**src/rtl/pipe_stage_reg.sv**
```systemverilog
// pipe_stage_reg: elastic pipeline register with stall/flush, optional skid entry, pass-through bits and stall counter
module pipe_stage_reg #(
  parameter int               WIDTH     = 71,
  parameter int               CTRL_W    = 2,
  parameter logic [WIDTH-1:0] PASS_MASK = '0,
  parameter int               SKID      = 0,
  parameter int               CNT_W     = 16
) (
  input  logic             clk,
  input  logic             nrst,
  input  logic             i_valid,
  output logic             o_ready,
  input  logic [WIDTH-1:0] i_data,
  output logic             o_valid,
  input  logic             i_ready,
  output logic [WIDTH-1:0] o_data,
  input  logic             i_flush,
  input  logic             i_cnt_clr,
  output logic [CNT_W-1:0] o_stall_cnt
);
  localparam logic [WIDTH-1:0] CTRL_MASK = ~({WIDTH{1'b1}} << CTRL_W);
  if (SKID != 0 && PASS_MASK != '0) begin : g_bad_cfg
    $error("pipe_stage_reg: PASS_MASK must be zero when SKID=1");
  end
  logic             m_valid_q, m_valid_d, s_full_q, s_full_d, accept, consume;
  logic [WIDTH-1:0] m_data_q, m_data_d, s_data_q, s_data_d;
  logic [CNT_W-1:0] cnt_q, cnt_d;
  // handshake, main/skid entry next state and saturating stall counter
  always_comb begin
    o_ready   = (SKID != 0) ? ~s_full_q : (~m_valid_q | i_ready);
    accept    = i_valid & o_ready;
    consume   = m_valid_q & i_ready;
    m_valid_d = m_valid_q;
    s_full_d  = s_full_q;
    m_data_d  = m_data_q;
    s_data_d  = s_data_q;
    if (i_flush) begin
      m_valid_d = 1'b0;
      s_full_d  = 1'b0;
      m_data_d  = m_data_q & ~CTRL_MASK;
      s_data_d  = s_data_q & ~CTRL_MASK;
    end else if (consume && s_full_q) begin
      m_data_d = s_data_q;
      s_full_d = 1'b0;
    end else if (accept && (!m_valid_q || consume)) begin
      m_valid_d = 1'b1;
      m_data_d  = i_data;
    end else if (accept) begin
      s_full_d = 1'b1;
      s_data_d = i_data;
    end else if (consume) begin
      m_valid_d = 1'b0;
    end
    m_data_d = m_data_d & ~PASS_MASK;
    s_data_d = s_data_d & ~PASS_MASK;
    cnt_d    = i_cnt_clr ? '0 : (m_valid_q & ~i_ready & ~&cnt_q) ? cnt_q + 1'b1 : cnt_q;
  end
  // state registers, cleared asynchronously
  always_ff @(posedge clk or negedge nrst) begin
    if (!nrst) begin
      m_valid_q <= 1'b0;
      s_full_q  <= 1'b0;
      m_data_q  <= '0;
      s_data_q  <= '0;
      cnt_q     <= '0;
    end else begin
      m_valid_q <= m_valid_d;
      s_full_q  <= s_full_d;
      m_data_q  <= m_data_d;
      s_data_q  <= s_data_d;
      cnt_q     <= cnt_d;
    end
  end
  assign o_valid     = m_valid_q;
  assign o_data      = (i_data & PASS_MASK) | (m_data_q & ~PASS_MASK);
  assign o_stall_cnt = cnt_q;
endmodule

```
**config.mk**
```make
export PLATFORM = sky130hd
export DESIGN_NAME = pipe_stage_reg
export DESIGN_NICKNAME = d
export VERILOG_FILES = /design/src/rtl/pipe_stage_reg.sv
export SDC_FILE = /design/constraint.sdc
export NUM_CORES = 1
export LEC_CHECK = 0
export CORE_ASPECT_RATIO = 2
export CORE_MARGIN = 2
export CORE_UTILIZATION = 45
export DETAILED_ROUTE_END_ITERATION = 12
export PLACE_DENSITY_LB_ADDON = 0.05
export RECOVER_POWER = 25
export SLEW_MARGIN = 20
export SYNTH_ARGS = -nofsm -noshare
export SYNTH_HDL_FRONTEND = slang
export SYNTH_SLANG_ARGS = --single-unit
```
**constraint.sdc**
```tcl
create_clock -name clk -period 1.9 [get_ports clk]
set_clock_uncertainty 0.2 [all_clocks]
set_input_delay 0.38 -clock clk [delete_from_list [all_inputs] [get_ports clk]]
set_output_delay 0.38 -clock clk [all_outputs]
set_load 0.03 [all_outputs]
```
==> metrics.txt <==
Worst EP arrival=roughly 1300 ps; Syn-to-layout area delta=38.6%; critical path depth=2; Clock Latency Late Sink=420 ps; family with the most delay on the worst path=buffers and inverters; clock buffer count from CTS=17; clock share of power=between 40 and 50%; top post-synthesis cells by count=dfrtp_1, mux2_2, clkbuf_1, a21oi_1, mux2_4; input/output buffers=between 150 and 200; r2r endpoint=o_data[6]$_DFFE_PN0P_; met3 Resource Use GR=between 5 and 6%; total number of vias=4122; pwr dens=995 nW/um^2; Worst path max stage delay=380 ps; per-cell routed wire length=17.0 um; r2r setup slk=roughly 40 ps; Final min period=roughly 1900 ps; Primary FF master, synth=dfrtp_1; power share of the sequential group=41.1%; TritonCTS clock tree=yes; die area=15900 sq um; pre-CTS setup slack=-608 ps; Final setup viols=0; Chip Height=176 um; largest net degree at the start of global routing=52; fraction of layout cells with a size suffix above 1=roughly 37%; Crit-path slowest cell=dfrtp_1; Starting Density=45.7%; area leader, netlist=dfrtp_1; Design Area, Final=about 9300 sq um; Slew HR=38.7%; RR Startpoint=o_valid$_DFFE_PN0P_; die extent in x=90.2 um; maximum clock frequency=536 MHz; yosys warns=0; Post-synth EDFFs=0; CORE AREA=around 15000 sq um; Comb power frac=17.6%; total track usage=between 10% and 20%; H-Tree Level Count=4; CP Capture Type=output pin; CTS sink cnt=160; post-synth top area share=59.8%; cell internal pwr=6.84 mW; Ports=~170; Synth Instances=493; number of max-cap violations=0; CP Data Required Time=1320 ps; initial antenna violation count=0; post-DP HPWL=9300 um; worst-margin pin slew=919 ps; WHS Path Cells=0; status=finished clean; Max VDD drop=just under 700 uV; WL final=approximately 14000 um; RSZ-0062 raised after global routing=true; final hold violation count=0; Yosys reg bits=160; Worst-path clk slew=60 ps; Synthesized Nets=571; Critical Path Source=o_stall_cnt[2]$_DFFE_PN0P_; vias in the first global route=4378; Psw=2.40 mW; Bufs and invs on worst path=2; Finished Core Util=63.3%; CP endpoint=o_stall_cnt[2]; Final Slew Violations=0; mapped cell area=6690 sq um; critical path launch point type=flip-flop; 1st-iter DRT viols=128; grt total ovfl=0; ys async rst share=100%; mean post-synth cell area=13.6 sq um; Via density=~5; Root Driver=clkbuf_16; Site Rows=63; fin nets=between 700 and 800; Fill cells=between 1000 and 1500; Hold Crit Class=reg2reg; ANT nets after route=0; routing usage on met2=between 20 and 30%; Lkg Pwr=between 4 and 5 nW; CTS Buffer Depth=2; GPL Wtd Cong=approximately 0.8; DRC viols=0; antenna cells=0; Placed Area=around 8500 sq um; grt peak-use layer=met2; CP max FO=5; Sw Share=26.0%; Final WS setup=approximately 33 ps; count leader, synth=dfrtp_1; Distinct cells, synth=47; main area contributors after synthesis=dfrtp_1, mux2_2, clkbuf_1, mux2_4, buf_6; DR pass1 iterations=4; Seq/Total Area, Yosys=59.8%; M1 GR Usage=24.8%; Reg2Reg Depth=5; period utilization=between 90% and 100%; first-pass GRT wire length=22800 um; critical path class=reg2out; CP Cell Sequence=buf_4 -> clkdlybuf4s15_1
==> final cells by class <==
cell class / instances / area (sq um) / area share, %
Timing Repair Buffer: 209 / 2030 / 21.9
Sequential cell: 160 / 4010 / 43.2
Clock inverter: 12 / 203 / 2.18
Multi-Input combinational cell: 240 / 2310 / 24.9
Clock buffer: 20 / 467 / 5.03
Tap cell: 195 / 244 / 2.63
Inverter: 3 / 11.3 / 0.121
==> sequential cells by signal, summed over array words and instances (netlist names) <==
register     count
s_full_q         1
o_valid          1
o_data          71
s_data_q        71
o_stall_cnt     16
==> worst register-to-register path, stage by stage, from the launching register on <==
cell	delay [ps]
dfrtp_2	440
nand3_4	150
a21oi_4	280
buf_4	170
clkbuf_16	160
mux2_2	340
==> through the flow <==
step,hold slack [ps],setup TNS [ps],power [mW],std cells
after floorplan,-116,-441,4.78,493
after global placement,94.3,-42210,5.65,797
after detailed placement,94.0,-44330,5.67,797
after CTS,178,-23.5,9.34,830
after global routing,182,-889,9.60,839
final,172,0,9.24,839
==> how the worst min path moves through the flow <==
stage	start	to	slack, ps
floorplan	nrst	o_data[0]$_DFFE_PN0P_	-120
global placement	nrst	o_stall_cnt[7]$_DFFE_PN0P_	90
detailed placement	nrst	o_stall_cnt[7]$_DFFE_PN0P_	90
CTS	s_data_q[31]$_DFFE_PN0P_	s_data_q[31]$_DFFE_PN0P_	180
global route	s_data_q[31]$_DFFE_PN0P_	s_data_q[31]$_DFFE_PN0P_	180
finish	s_data_q[70]$_DFFE_PN0P_	s_data_q[70]$_DFFE_PN0P_	170
==> layer usage <==
metal  up-vias  part of all wire [%]
met5         -                     0
met4         0                   2.2
met3        18                   5.3
met2       127                    47
met1      2017                    45
li1       1960                     -
==> cells in the final DEF (no fill, tap or decap), types with 3 or more instances in the layout <==
cell type / count
nand4_1: 4
nand3_1: 8
inv_1: 3
dfrtp_2: 7
clkdlybuf4s50_1: 74
mux2_4: 11
or3_1: 4
mux2_2: 129
a21oi_1: 10
clkbuf_16: 21
dlygate4sd2_1: 82
o31ai_1: 3
nor2_1: 9
clkdlybuf4s15_1: 3
nand2_1: 9
dfrtp_1: 153
buf_12: 5
bufinv_16: 5
buf_4: 31
buf_6: 3
nor2b_1: 5
clkbuf_8: 3
==> power by group through the flow <==
stage	sequential, mW	clock, mW	combinational (mW)
floorplan	4.39	0	0.398
detailed placement	3.87	0	1.80
global placement	3.87	0	1.78
CTS	3.80	3.91	1.63
finish	3.80	3.82	1.62
global route	3.84	4.04	1.72
==> repair_timing <==
action / 4_1_cts / 5_1_grt
hold buffers: 1 / 0
pin swaps: 0 / 2
setup endpoints to repair: 158 / 31
cloned: 0 / 4
hold endpoints to repair: 73 / 0
setup buffers: 0 / 5
resized for setup: 98 / 15
==> cells by family after synthesis <==
group,Yosys count,share of synthesized area (%)
muxes,140,24.1
DFF,160,59.8
buffers and inverters,93,6.47
and+or+nand+nor,65,5.68
adders and majority gates,1,0.187
AOI/OAI and AO/OA,34,3.74
Power figures use the tool's default switching activity.
